`src/rtl/busctrl_pipe_pkg.sv`:
```
// Shared definitions for the registered bus controller: FSM state encodings, error cause
// codes and the default memory map.
package busctrl_pipe_pkg;

    typedef enum logic [1:0] {
        StIdle   = 2'd0,
        StAccess = 2'd1,
        StDone   = 2'd2,
        StErr    = 2'd3
    } state_e;

    typedef enum logic [1:0] {
        CauseNone     = 2'b00,
        CauseUnmapped = 2'b01,
        CauseTimeout  = 2'b10
    } cause_e;

    localparam int unsigned DefNslv   = 4;
    localparam int unsigned DefTmoCyc = 256;

    localparam logic [127:0] DefSlvBase = {32'h30100000, 32'h30000000, 32'h20000000, 32'h00000000};
    localparam logic [127:0] DefSlvMask = {32'hFFF00000, 32'hFFF00000, 32'hFF000000, 32'hFC000000};

    function automatic logic addr_hit(input logic [31:0] addr, input logic [31:0] base,
                                      input logic [31:0] mask);
        return (addr & mask) == base;
    endfunction

endpackage

```
`src/rtl/busctrl_dec.sv`:
```
// Combinational address decoder: one-hot hit vector, lowest slave index wins on overlap,
// plus a miss flag when no window matches.
module busctrl_dec
    import busctrl_pipe_pkg::*;
#(
    parameter int unsigned          NSLV     = DefNslv,
    parameter logic [NSLV*32-1:0]   SLV_BASE = DefSlvBase,
    parameter logic [NSLV*32-1:0]   SLV_MASK = DefSlvMask
) (
    input  logic [31:0]     addr,
    output logic [NSLV-1:0] hit,
    output logic            miss
);

    logic found;

    always_comb begin
        hit   = '0;
        found = 1'b0;
        for (int unsigned i = 0; i < NSLV; i++) begin
            if (!found && addr_hit(addr, SLV_BASE[32*i +: 32], SLV_MASK[32*i +: 32])) begin
                hit[i] = 1'b1;
                found  = 1'b1;
            end
        end
        miss = ~found;
    end

endmodule

```
`src/rtl/busctrl_pipe.sv`:
```
// Registered CPU-to-slave bus controller with per-access watchdog.
// Optional error capture registers are built when BUSCTRL_ERR_CAPTURE_EN is defined.
module busctrl_pipe
    import busctrl_pipe_pkg::*;
#(
    parameter int unsigned          NSLV     = DefNslv,
    parameter logic [NSLV*32-1:0]   SLV_BASE = DefSlvBase,
    parameter logic [NSLV*32-1:0]   SLV_MASK = DefSlvMask,
    parameter int unsigned          TMO_CYC  = DefTmoCyc
) (
    input  logic                clk,
    input  logic                reset_n,
    input  logic                cpu_en,
    input  logic                cpu_wr,
    input  logic [1:0]          cpu_size,
    input  logic [31:0]         cpu_addr,
    input  logic [31:0]         cpu_data_out,
    output logic [31:0]         cpu_data_in,
    output logic                cpu_wt,
    output logic                cpu_err,
    output logic [NSLV-1:0]     slv_en,
    output logic                slv_wr,
    output logic [1:0]          slv_size,
    output logic [31:0]         slv_addr,
    output logic [31:0]         slv_data_in,
    input  logic [NSLV*32-1:0]  slv_data_out,
    input  logic [NSLV-1:0]     slv_wt
`ifdef BUSCTRL_ERR_CAPTURE_EN
    ,
    input  logic                err_clr,
    output logic [31:0]         err_addr,
    output logic [1:0]          err_cause
`endif
);

    localparam int unsigned     CntW    = $clog2(TMO_CYC);
    localparam logic [CntW-1:0] TmoLast = CntW'(TMO_CYC - 1);

    state_e          state_q, state_d;
    logic [NSLV-1:0] slv_en_q, slv_en_d;
    logic            wr_q, wr_d;
    logic [1:0]      size_q, size_d;
    logic [31:0]     addr_q, addr_d;
    logic [31:0]     wdata_q, wdata_d;
    logic [31:0]     rdata_q, rdata_d;
    logic [CntW-1:0] cnt_q, cnt_d;

    logic [NSLV-1:0] dec_hit;
    logic            dec_miss;
    logic [31:0]     rd_mux;
    logic            sel_wt;

    busctrl_dec #(
        .NSLV     (NSLV),
        .SLV_BASE (SLV_BASE),
        .SLV_MASK (SLV_MASK)
    ) u_dec (
        .addr (cpu_addr),
        .hit  (dec_hit),
        .miss (dec_miss)
    );

    // slv_en_q doubles as the latched one-hot select while in ACCESS.
    always_comb begin
        rd_mux = '0;
        for (int unsigned i = 0; i < NSLV; i++) begin
            if (slv_en_q[i]) begin
                rd_mux = rd_mux | slv_data_out[32*i +: 32];
            end
        end
        sel_wt = |(slv_wt & slv_en_q);
    end

    always_comb begin
        state_d  = state_q;
        slv_en_d = slv_en_q;
        wr_d     = wr_q;
        size_d   = size_q;
        addr_d   = addr_q;
        wdata_d  = wdata_q;
        rdata_d  = rdata_q;
        cnt_d    = cnt_q;

        case (state_q)
            StIdle: begin
                if (cpu_en) begin
                    if (!dec_miss) begin
                        wr_d     = cpu_wr;
                        size_d   = cpu_size;
                        addr_d   = cpu_addr;
                        wdata_d  = cpu_data_out;
                        slv_en_d = dec_hit;
                        cnt_d    = '0;
                        state_d  = StAccess;
                    end else begin
                        rdata_d = '0;
                        state_d = StErr;
                    end
                end
            end
            StAccess: begin
                if (!cpu_en) begin
                    slv_en_d = '0;
                    state_d  = StIdle;
                end else if (!sel_wt) begin
                    // Completion is checked before the watchdog so it wins a tie.
                    rdata_d  = wr_q ? 32'h0 : rd_mux;
                    slv_en_d = '0;
                    state_d  = StDone;
                end else if (cnt_q == TmoLast) begin
                    rdata_d  = '0;
                    slv_en_d = '0;
                    state_d  = StErr;
                end else begin
                    cnt_d = cnt_q + 1'b1;
                end
            end
            StDone: begin
                state_d = StIdle;
            end
            StErr: begin
                state_d = StIdle;
            end
            default: begin
                slv_en_d = '0;
                state_d  = StIdle;
            end
        endcase
    end

    always_ff @(posedge clk) begin
        if (!reset_n) begin
            state_q  <= StIdle;
            slv_en_q <= '0;
            wr_q     <= 1'b0;
            size_q   <= 2'b00;
            addr_q   <= '0;
            wdata_q  <= '0;
            rdata_q  <= '0;
            cnt_q    <= '0;
        end else begin
            state_q  <= state_d;
            slv_en_q <= slv_en_d;
            wr_q     <= wr_d;
            size_q   <= size_d;
            addr_q   <= addr_d;
            wdata_q  <= wdata_d;
            rdata_q  <= rdata_d;
            cnt_q    <= cnt_d;
        end
    end

    assign cpu_wt      = !((state_q == StDone) || (state_q == StErr));
    assign cpu_err     = (state_q == StErr);
    assign cpu_data_in = rdata_q;
    assign slv_en      = slv_en_q;
    assign slv_wr      = wr_q;
    assign slv_size    = size_q;
    assign slv_addr    = addr_q;
    assign slv_data_in = wdata_q;

`ifdef BUSCTRL_ERR_CAPTURE_EN
    logic        err_event;
    cause_e      new_cause;
    logic [31:0] new_addr;
    cause_e      err_cause_q;
    logic [31:0] err_addr_q;

    // Entry to ERR from IDLE is always an unmapped access; from ACCESS a timeout.
    assign err_event = (state_d == StErr) && (state_q != StErr);
    assign new_cause = (state_q == StIdle) ? CauseUnmapped : CauseTimeout;
    assign new_addr  = (state_q == StIdle) ? cpu_addr : addr_q;

    always_ff @(posedge clk) begin
        if (!reset_n) begin
            err_cause_q <= CauseNone;
            err_addr_q  <= '0;
        end else if (err_event && ((err_cause_q == CauseNone) || err_clr)) begin
            err_cause_q <= new_cause;
            err_addr_q  <= new_addr;
        end else if (err_clr) begin
            err_cause_q <= CauseNone;
            err_addr_q  <= '0;
        end
    end

    assign err_cause = err_cause_q;
    assign err_addr  = err_addr_q;
`endif

endmodule

```
`config.mk`:
```
export PLATFORM = sky130hd
export DESIGN_NAME = busctrl_pipe
export DESIGN_NICKNAME = d
export VERILOG_FILES = /design/src/rtl/busctrl_pipe_pkg.sv /design/src/rtl/busctrl_dec.sv /design/src/rtl/busctrl_pipe.sv
export SDC_FILE = /design/constraint.sdc
export NUM_CORES = 1
export LEC_CHECK = 0
export CAP_MARGIN = 10
export CELL_PAD_IN_SITES_DETAIL_PLACEMENT = 0
export CELL_PAD_IN_SITES_GLOBAL_PLACEMENT = 2
export CORE_MARGIN = 2
export CORE_UTILIZATION = 21
export DETAILED_ROUTE_END_ITERATION = 16
export PLACE_DENSITY = 0.9
export SETUP_SLACK_MARGIN = 0.2
export SKIP_LAST_GASP = 1
export SYNTH_ARGS = -nofsm -noshare
export SYNTH_HDL_FRONTEND = slang
export SYNTH_SLANG_ARGS = --single-unit
```
`constraint.sdc`:
```
create_clock -name clk -period 4 [get_ports clk]
set_input_delay 0.8 -clock clk [delete_from_list [all_inputs] [get_ports clk]]
set_output_delay 0.8 -clock clk [all_outputs]
set_load 0.02 [all_outputs]
```
== Word-level counts from Yosys, hierarchy flattened ==
Index checks and enable logic that the tools add are counted.
Operators by class
  add/sub/neg operators: 1
  equal/unequal tests: 15
  mux-type cells: 36
  bitwise operators: 4
  reduce and logical (&&, ||, !) cells: 18
Operators by type and width (number)
  $mux W32: 10
  $or A32 B32 Y32: 3
  $pmux W32 S2: 1
  $mux W8: 5
  $logic_not A32 Y1: 1
  $eq A12 B10 Y1 const B: 2
  $mux W4: 5
  $pmux W8 S2: 1
  $mux W2: 5
  $ne A2 B2 Y1 const B: 5
  $add A8 B1 Y8 const B: 1
  $eq A8 B6 Y1 const B: 1
  $eq A8 B8 Y1 const B: 1
  $pmux W4 S2: 1
  $mux W1: 7
  $pmux W2 S3: 1
  $reduce_and A6 Y1: 1
  $reduce_and A5 Y1: 1
  $and A4 B4 Y4: 1
  $eq A2 B2 Y1 const B: 2
  $logic_not A1 Y1: 4
  $ne A4 B4 Y1 const B: 1
  $reduce_and A4 Y1: 1
  $reduce_or A4 Y1: 1
  other kinds (10): 12
Word-level totals
  register bits: 113
  input port bits: 202
  output and inout bits: 105
  logic and storage cells: 82

== Depth between registers and ports, before layout ==
  depth after elaboration: 14
  depth in mapped cells: 8
  gate-level depth less buffers: 6

== Cells and area by module ==
Synthesis repeated with hierarchy kept, for this count alone.
Second synthesis, totals
  cell total of the unflattened synthesis: 657
  area, all modules: 5376.4 sq um
Modules (own cells, without submodules)
  busctrl_pipe: times used 1, cells each 645, area an instance 5286.3 sq um, seq. area each 2262.2 sq um
  busctrl_dec: times used 1, cells each 12, area an instance 90.1 sq um, seq. area each 0.0 sq um

== Worst setup path before layout ==
Ideal clock, no wire load.
  path type: input -> register
  start point: input port cpu_addr[31]
  end point: register addr_q[10], in the netlist slv_addr[10]
  setup time: 0.122 ns
  arrival time: 2.471 ns
  data required time: 3.878 ns
  slack: 1.407 ns
  stages: 7
  buffers on the path: 2
  cell sequence: or4_1 a2111oi_4 nand2_1 buf_2 clkbuf_1 nand2_1 a21boi_0
On the way
  cells in the longest elaborated chain, start to end: 12
  elaborated cells on any way between the ends: 15
  classes of those cells: eq/ne (3); mux (4); reduce/logical (8)
Ends and longest elaborated chain
  start, declared: RTL line busctrl_pipe.sv:16  | input logic [31:0] cpu_addr,
  $logic_not A32 Y1: RTL line busctrl_pipe_pkg.sv:26  | return (addr & mask) == base;
  $mux W1: RTL line busctrl_dec.sv:21  | if (!found && addr_hit(addr, SLV_BASE[32*i +: 32], SLV_MASK[32*i +: 32])) begin
  $logic_not A1 Y1: RTL line busctrl_dec.sv:21
  $logic_and A1 B1 Y1: RTL line busctrl_dec.sv:21
  $mux W1: RTL line busctrl_dec.sv:21
  $logic_not A1 Y1: RTL line busctrl_dec.sv:21
  $logic_and A1 B1 Y1: RTL line busctrl_dec.sv:21
  $mux W1: RTL line busctrl_dec.sv:21
  $logic_not A1 Y1: RTL line busctrl_dec.sv:21
  $logic_and A1 B1 Y1: RTL line busctrl_dec.sv:21
  $mux W1 *: RTL line busctrl_dec.sv:21
  $reduce_and A3 Y1 (no source line) *
  end signal, assigned: RTL line busctrl_pipe.sv:146  | addr_q <= addr_d;
  end, declared: RTL line busctrl_pipe.sv:43  | logic [31:0] addr_q, addr_d;
Every way passes the cells marked *; elsewhere a longest branch is shown, timed or not.
A chain may end at the register's enable or synchronous reset.

== Worst setup path in the final report ==
  start point: input port cpu_addr[29]
  end point: register addr_q[9], in the netlist slv_addr[9]
The elaborated chain is that of the path after synthesis.

==> results.md <==
* Sequential Power Share at between 30% and 40%
* Skew final at 5.82 ps
* Crit-path max FO at 50
* FP Rows at 56
* Clk buf depth at 2
* Fin crit share at around 76%
* Synth top area cells: dfxtp_1 45%, nand2_1 15%, a22oi_1 9.8%
* IO Port Bufs at 306
* Total Wirelength at between 15 and 20 mm
* Layout cells sized above 1 at between 5 and 6%
* Worst r2r dst: cnt_q[7]
* Slew Viols, Final at 0
* Largest net degree at the start of global routing at between 60 and 70
* Global Route Usage Sum at roughly 15%
* Setup Fix Bufs, Post-CTS at 0
* Area leader, netlist: dfxtp_1
* Switching power at 0.000680 W
* Die Ht at 159 um
* Vias per inst at 4.42
* CP top delay family: simple AND/OR/NAND/NOR gates
* Area growth syn-to-layout at 77.9%
* Met1 Usage GRT at between 10% and 20%
* Pwr Density at ~330 mW/mm^2
* WHS Endpoint: slv_addr[28]
* Non-filler cells, final at approximately 1.2k
* Reg2Reg Depth at 5
* Worst path required time at ~4300 ps
* Chip width at 159 um
* CTS sink count at between 100 and 150
* # IOs at around 310
* Post-synth top area share at about 45%
* WP data arrival at around 3400 ps
* Status: finished, final reports clean
* Reg2reg setup slack at 1570 ps
* Vias in the first global route at around 5.4k
* GRT busiest layer: met2
* Post-synth EDFFs at 0
* Most frequent cells in the layout: 305 x clkdlybuf4s50_1, 200 x nand2_1, 113 x dfxtp_1
* Top FF cell, synth: dfxtp_1
* Grt ovf at 0
* Initial core utilization at between 20% and 30%
* CORE AREA at 0.0235 sq mm
* Internal Pwr Total at roughly 0.0023 W
* Final setup fails at 0
* Initial antenna violation count at 0
* Routed vias at 5494
* Max-cap violations at 0
* Fillers at around 2.5k
* Sum of negative setup slack at 0 ps
* Hold Crit Class: flip-flop to flip-flop
* Number of different library cells in the post-synthesis netlist at 40
* Worst vdd ir at 0.178 mV
* Sequential fraction of the synthesis area at 44.8%
* Syn avg cell area at 7.98 sq um
* Hold_sp: slv_addr[28]
* CP Cell Sequence: clkdlybuf4s50_1 > or4b_4 > a2111oi_4 > and2_2 > buf_12 > nand2_1 > a21boi_0
* Met2 Usage GRT at 25.7%
* First-pass GRT wire length at a little under 30 mm
* Clock root buffer: clkbuf_16
* Design area at around 0.0090 sq mm
* Minimum clock period at ~3000 ps
* Worst Tran Pin Value at approximately 660 ps
* CTS tree: built
* Most common cell after layout, fill and taps aside: clkdlybuf4s50_1
* Crit end category: flip-flop
* Post-placement cell count at between 1k and 1.5k
* Hold buffers post-CTS at 0
* Levels on crit path at 7
* Seq cells post-synth at between 100 and 150
* Worst path bufs/invs at 2
* Avg WL per Cell at ~16 um
* Met3 usage at 4.92%
* Post-DP HPWL at ~14 mm
* Clock share of power at a little over half
* First-pass DRT Iterations at 4
* Htree depth at 4
* Slowest-stage cell, CP: clkdlybuf4s50_1
* Worst skew pair latency at 410 ps
* # diodes at 0
* Unrepaired setup endpoints after global routing: no
* Power share of the combinational group at about a tenth
* Layout Nets at around 1.1k
* FF-to-FF Start: slv_en[0]
* Post-Syn Instances at about 630
* # resized after CTS at 0
* Max stage delay on crit path at around 600 ps
* Async set-reset flop share out of synthesis at 0%
* Hold Crit Depth at 2
* Final Hold Vio Count at 0
* DR DRC count at 0
* Synth Warn # at 0
* Crit Path Class: input port to flip-flop
* Slew margin rel. at roughly 56%
* Switching Fraction at approximately 23%
* WHS at about 450 ps
* P_leak at between 3 and 4 nW
* Syn_nets at roughly 840
* DIE AREA at about 0.025 sq mm
* Clk slew on worst S/H paths at roughly 60 ps
* Max frequency at between 300 and 400 MHz
* RePlAce Congestion at about 0.75
* Routed Antenna Nets at 0
* Post-Route Utilization at 38.1%
* Total CTS buffers at 17
* Critical Path Source Type: input port
* Post-placement cell area at 0.00837 sq mm
* DRT iter0 DRCs at between 200 and 300
* Synthesized area at approximately 0.005 sq mm
## cell usage after synthesis, types with 2 or more instances
cell / instances
and3_1: 6
nand3_1: 37
mux2i_1: 4
or3_1: 4
clkbuf_1: 37
and2_1: 2
o22ai_1: 2
a21boi_1: 13
clkbuf_2: 3
a31oi_1: 3
a22oi_1: 66
or2_2: 2
buf_4: 7
nand2_1: 201
nor2_1: 3
a21oi_1: 7
o31ai_1: 3
o21ai_0: 36
nor3b_1: 2
inv_1: 2
nand4_1: 4
or4_1: 4
buf_2: 6
dfxtp_1: 113
a21boi_0: 50
## worst max path at each step
| stage | startpoint | endpoint |
|---|---|---|
| after detailed placement | cpu_addr[29] | slv_data_in[15] |
| after CTS | cpu_addr[29] | slv_addr[9] |
| final | cpu_addr[29] | slv_addr[9] |
| after global routing | cpu_addr[29] | slv_addr[12] |
| after floorplan | cpu_addr[31] | slv_addr[10] |
| after global placement | cpu_addr[29] | slv_addr[7] |
## layer usage
layer  vias to the layer above  routed length, um
met5                         -                  0
met4                         0                185
met3                        10               1470
met2                       236               9280
met1                      2481               8370
li1                       2767                  -
## stage by stage
| stage | power [W] | setup WS [ps] |
|---|---|---|
| floorplan | 0.00122 | 1410 |
| global placement | 0.00145 | 611 |
| detailed placement | 0.00145 | 510 |
| CTS | 0.00302 | 955 |
| global route | 0.00308 | 813 |
| finish | 0.00297 | 951 |
## tightest hold or removal path, stage by stage, from the launching register on
cell,delay (ps)
dfxtp_1,300
nand2_1,50
a21boi_1,50
## final cells by class
class                      instances  area (sq um)  area share (%)
timing repair buffer             316          3170            35.3
multi-input combinational        462          2530            28.2
sequential                       113          2260            25.2
clock buffer                      19           453            5.05
tap                              319           399            4.45
clock inverter                    13           153            1.70
inverter                           2          7.51          0.0836
## cells by family (layout without fill, tap and decap cells)
group                    after synthesis  count (layout)  synth area share [%]
multiplexers                           4               4                 0.794
adder cells (fa/ha/maj)                1               1                 0.248
buffers and inverters                 57             350                  5.13
AO/OA/AOI/OAI                        186             186                  26.0
AND/OR/NAND/NOR                      271             271                  23.0
flip-flops                           113             113                  44.8
## power by group through the flow
| stage | logic (W) | registers, W | clock network (W) |
|---|---|---|---|
| 4_1_cts | 0.000293 | 0.00113 | 0.00160 |
| 2_1_floorplan | 0.0000567 | 0.00116 | 0 |
| 6_report | 0.000288 | 0.00113 | 0.00155 |
| 3_5_place_dp | 0.000291 | 0.00116 | 0 |
| 5_1_grt | 0.000307 | 0.00113 | 0.00164 |
| 3_3_place_gp | 0.000291 | 0.00116 | 0 |
## sequential cells by signal, indices dropped and copies added (netlist names)
signal,cells
cnt_q,8
cpu_data_in,32
slv_addr,32
slv_data_in,32
slv_en,4
slv_size,2
slv_wr,1
state_q,2
(Power assumes the default switching activity.)
==> variant 1, RTL diff (same settings) <==
The package constant `DefTmoCyc` goes from 256 to 128.
--- a/src/rtl/busctrl_pipe_pkg.sv
+++ b/src/rtl/busctrl_pipe_pkg.sv
@@ -18,3 +18,3 @@
     localparam int unsigned DefNslv   = 4;
-    localparam int unsigned DefTmoCyc = 256;
+    localparam int unsigned DefTmoCyc = 128;
 
Function: same outputs for any inputs over 4 cycles, from zero or initial values and one cycle with reset_n low; that may be too few to reach the edited logic, so the function may still have changed.
==> variant 1 against the unedited design <==
  * Power shrank 20%
  * Sequential cell count shrank 1
  * Via count shrank 10%
  * First-iteration DRC count shrank 26%
  * Routed wire length shrank 3.0%
  * Cell area shrank 7.4%
  * Count of clock-buffer cells in the layout shrank 9
  * Area after synthesis shrank 7.7%
  * Setup slack lost 0.034 ns
==> variant 1: results <==
status:
  outcome: "completed"
global_routing:
  grt_pass1_wl_um: 29000
  grt_max_degree: 66
  grtUsageTotal: 0.1583
  grt_pass1_vias: 5137
synth:
  synthAdderAreaFrac: 0.002687
  synth-compound-area-share: 0.3103
  synthXorXnorAreaFrac: 0.003761
  ys_top_cells_by_area: "dfxtp_1 (48%), nand2_1 (11%), a21boi_0 (8.4%)"
  synth.yosys.seq_area_share: 0.4815
  synth_commonest_cells: "nand2_1 (137), dfxtp_1 (112), a21boi_0 (52), clkbuf_1 (42), a22o_1 (33)"
  synth_mux_area_frac: 0
  synthesis.nets: 723
  synth_cell_type_count: 38
  async_flop_share: 0
sta:
  tns_ns: 0
  min_period_ns: 3.083
  hold_ws_ns: 0.4546
  worst_pin_slew_ns: 0.6835
  fin_skew_ns: 0.007625
pwr:
  pg_comb_mw: 0.261
  peakVddDrop_uv: 174.2
  power_mw: 2.369
  p_leak_nw: 2.765
  clk-power_mw: 0.989
  p_int_mw: 1.829
worst_setup_path:
  rr_startpoint: "slv_en[0]$_SDFFE_PN0P_"
  startpoint: "cpu_addr[31]"
  rrSetupSlack_ns: 1.70
  r2r_end: "cnt_q[5]$_SDFFE_PN0P_"
  cp_max_fo: 9
  cp-endpoint: "slv_addr[29]$_SDFFE_PN0P_"
  cp.arrival_ns: 3.33
  rr_worst_depth: 4
cts:
  ctsLongestPathBuffers: 2
  cts_buffers: 9
  clk_pin_slew_ns: 0.08
  htree_levels: 3
  clk_latency_ns: 0.36
worst_hold_path:
  hold_depth: 2
  min_from: "slv_data_in[10]$_SDFFE_PN0P_"
  hold_class: "flop to flop"
  holdPathEnd: "slv_data_in[10]$_SDFFE_PN0P_"
place:
  dp_hpwl_um: 13870
  placed_area_sq_mm: 0.007984
  post-place-ws_ns: 0.5406
  place_congestion: 0.7722
detailed_routing:
  first_pass_iters: 4
  num_vias: 4933
  drt_iter0_markers: 185
  drt_wl_total_um: 18730
cells_and_area:
  drive_gt1_frac: 0.03970
  nNetsFinal: 1004
variant 1: through the flow:
step                instances  utilization
finish                   1086       0.3807
global route             1086       0.3807
CTS                      1086       0.3807
detailed placement       1070       0.3658
global placement         1070       0.3658
floorplan                 520            -
variant 1: area by class of cell:
class                      instances  area, sq um
sequential                       112         2242
timing repair buffer             316         3146
multi-input combinational        358         2231
clock buffer                      10        239.0
tap                              280        350.3
clock inverter                     6        86.33
inverter                           4        15.01
fill                            2228        13510
variant 1: worst max-delay path, cell delays in order:
cell             delay [ns]
clkdlybuf4s50_1        0.40
nor4_1                 0.56
o211ai_1               0.30
or3_2                  0.61
or4_4                  0.52
o211a_1                0.13
variant 1: routing by layer:
layer / wire [um] / vias up / global-route usage
li1: - / 2445 / -
met1: 7393 / 2242 / 0.1726
met2: 9016 / 225 / 0.2763
met3: 1875 / 21 / 0.06663
met4: 447 / 0 / 0.05467
met5: 0 / - / 0
==> variant 2, RTL diff (same settings) <==
Without the edit above. Encoding of `state_e`: now one-hot (4 bits for 4 states).
--- a/src/rtl/busctrl_pipe_pkg.sv
+++ b/src/rtl/busctrl_pipe_pkg.sv
@@ -4,7 +4,7 @@
 
-    typedef enum logic [1:0] {
-        StIdle   = 2'd0,
-        StAccess = 2'd1,
-        StDone   = 2'd2,
-        StErr    = 2'd3
+    typedef enum logic [3:0] {
+        StIdle   = 4'b0001,
+        StAccess = 4'b0010,
+        StDone   = 4'b0100,
+        StErr    = 4'b1000
     } state_e;
Formal check against the unedited RTL: no difference found for any inputs over 4 cycles, from zero or initial values and one cycle with reset_n low; so few cycles prove little.
==> variant 2 against the unedited design <==
  * Count of clock-buffer cells in the layout grew 2
  * Cell area is 0.38% lower
  * Utilization about the same
  * Power fell by 1.7%
  * Routed wire length down 1.2%
  * Clock skew grew 0.0044 ns
  * Sequential cell count increased by 2
  * Clock power shrank 5%
  * Area after synthesis shrank 0.69%
  * Setup slack better by 0.13 ns
  * Critical path type unchanged
==> variant 2: results <==
pwr:
  peakVddDrop_uv: 213.0
  p_leak_nw: 2.967
global_routing:
  grt_pass1_wl_um: 28260
  antenna_found_initial: 0
  grt_pass1_vias: 5050
  grt_max_degree: 70
  grtUsageTotal: 0.1479
cts:
  cts_resized: 0
  htree_levels: 4
  cts_hold_buf: 0
  cts_setup_buffers: 0
  clk_pin_slew_ns: 0.06
  cts_buffers: 17
  clk_latency_ns: 0.41
  cts_root_buf: "clkbuf_16"
  ctsLongestPathBuffers: 2
detailed_routing:
  drt_iter0_markers: 280
  wl_per_cell_um: 16.13
  first_pass_iters: 4
  vias_per_cell: 4.462
synth:
  synth.yosys.seq_area_share: 0.4595
  synth_cell_type_count: 39
  ys_top_cells_by_area: "dfxtp_1 (46%), nand2_1 (10%), a21boi_0 (6.7%)"
  yosys_warnings: 0
  synthCells: 568
  synthesis.nets: 771
  synth_commonest_cells: "nand2_1 (139), dfxtp_1 (115), a21boi_0 (45), clkbuf_1 (38), nand3_1 (37)"
  async_flop_share: 0
worst_setup_path:
  rrSetupSlack_ns: 1.72
  cp.arrival_ns: 3.22
  rr_worst_depth: 5
  startpoint: "cpu_addr[31]"
  cp_max_fo: 48
  rr_startpoint: "state_q[0]$_SDFFE_PN1P_"
  cp-endpoint: "slv_addr[30]$_SDFFE_PN0P_"
worst_hold_path:
  hold_class: "flop to flop"
cells_and_area:
  stdcell_count: 1183
  drive_gt1_frac: 0.05671
  diodes: 0
  nNetsFinal: 1054
place:
  dp_hpwl_um: 13720
  place_congestion: 0.7282
  portBuffers: 306
sta:
  worst_pin_slew_ns: 0.7612
  fin_skew_ns: 0.01022
status:
  outcome: "completed"
==> variant 2: power breakdown <==
group / internal, mW / leakage, nW / switching (mW)
Combinational: 0.202 / 1.77 / 0.0913
Clock: 0.870 / 0.273 / 0.603
Sequential: 1.15 / 0.926 / 0.00480
==> variant 2: layout make-up <==
class                   count  area [sq um]
multi-input cells         401          2499
flip-flops and latches    115          2302
well taps                 319         399.1
repair buffers            315          3166
fillers                  2401         14530
clock buffers              21         480.5
clock inverters            11         92.59
inverters                   1         3.754
==> variant 2: logic make-up (layout without fill, tap and decap cells) <==
kind of cell	Yosys count	in the layout	synth area share
xor+xnor	9	9	0.01574
mux	4	4	0.007992
flops	115	115	0.4595
simple gates	215	215	0.1946
buf+inv	52	348	0.04445
fa+ha+maj	1	1	0.002497
compound gates	172	172	0.2752
==> variant 2: metal layers <==
layer,global-route usage,wire (um),vias to the layer above
met3,0.03947,1056,27
li1,-,-,2641
met2,0.2464,9399,159
met5,0,0,-
met1,0.1780,8175,2451
met4,0.06778,453,0
==> variant 2: how the worst min path moves through the flow <==
stage | slack, ns | cells after the start | to | start
after floorplan | 0.48 | 2 | cnt_q[7]$_SDFFE_PN0P_ | cnt_q[7]$_SDFFE_PN0P_
after global placement | 0.44 | 2 | slv_data_in[31]$_SDFFE_PN0P_ | slv_data_in[31]$_SDFFE_PN0P_
after detailed placement | 0.44 | 2 | slv_data_in[17]$_SDFFE_PN0P_ | slv_data_in[17]$_SDFFE_PN0P_
after CTS | 0.45 | 2 | slv_data_in[31]$_SDFFE_PN0P_ | slv_data_in[31]$_SDFFE_PN0P_
after global routing | 0.47 | 2 | slv_data_in[17]$_SDFFE_PN0P_ | slv_data_in[17]$_SDFFE_PN0P_
final | 0.45 | 2 | slv_data_in[31]$_SDFFE_PN0P_ | slv_data_in[31]$_SDFFE_PN0P_
==> variant 2: critical path, stage by stage <==
cell and delay (ns):
clkdlybuf4s50_1 0.39, nor4_1 0.56, o2111ai_1 0.39, or2_2 0.57, buf_12 0.26, and3_1 0.20
==> variant 2: per-stage QoR <==
step	power, mW	setup WS (ns)	cell area, sq um	hold slack, ns
after floorplan	1.245	1.694	5010	0.4842
after global placement	1.472	0.7114	8369	0.4372
after detailed placement	1.474	0.6781	8369	0.4448
after CTS	2.979	1.115	8942	0.4540
after global routing	3.062	0.9534	8942	0.4735
final	2.919	1.085	8942	0.4476
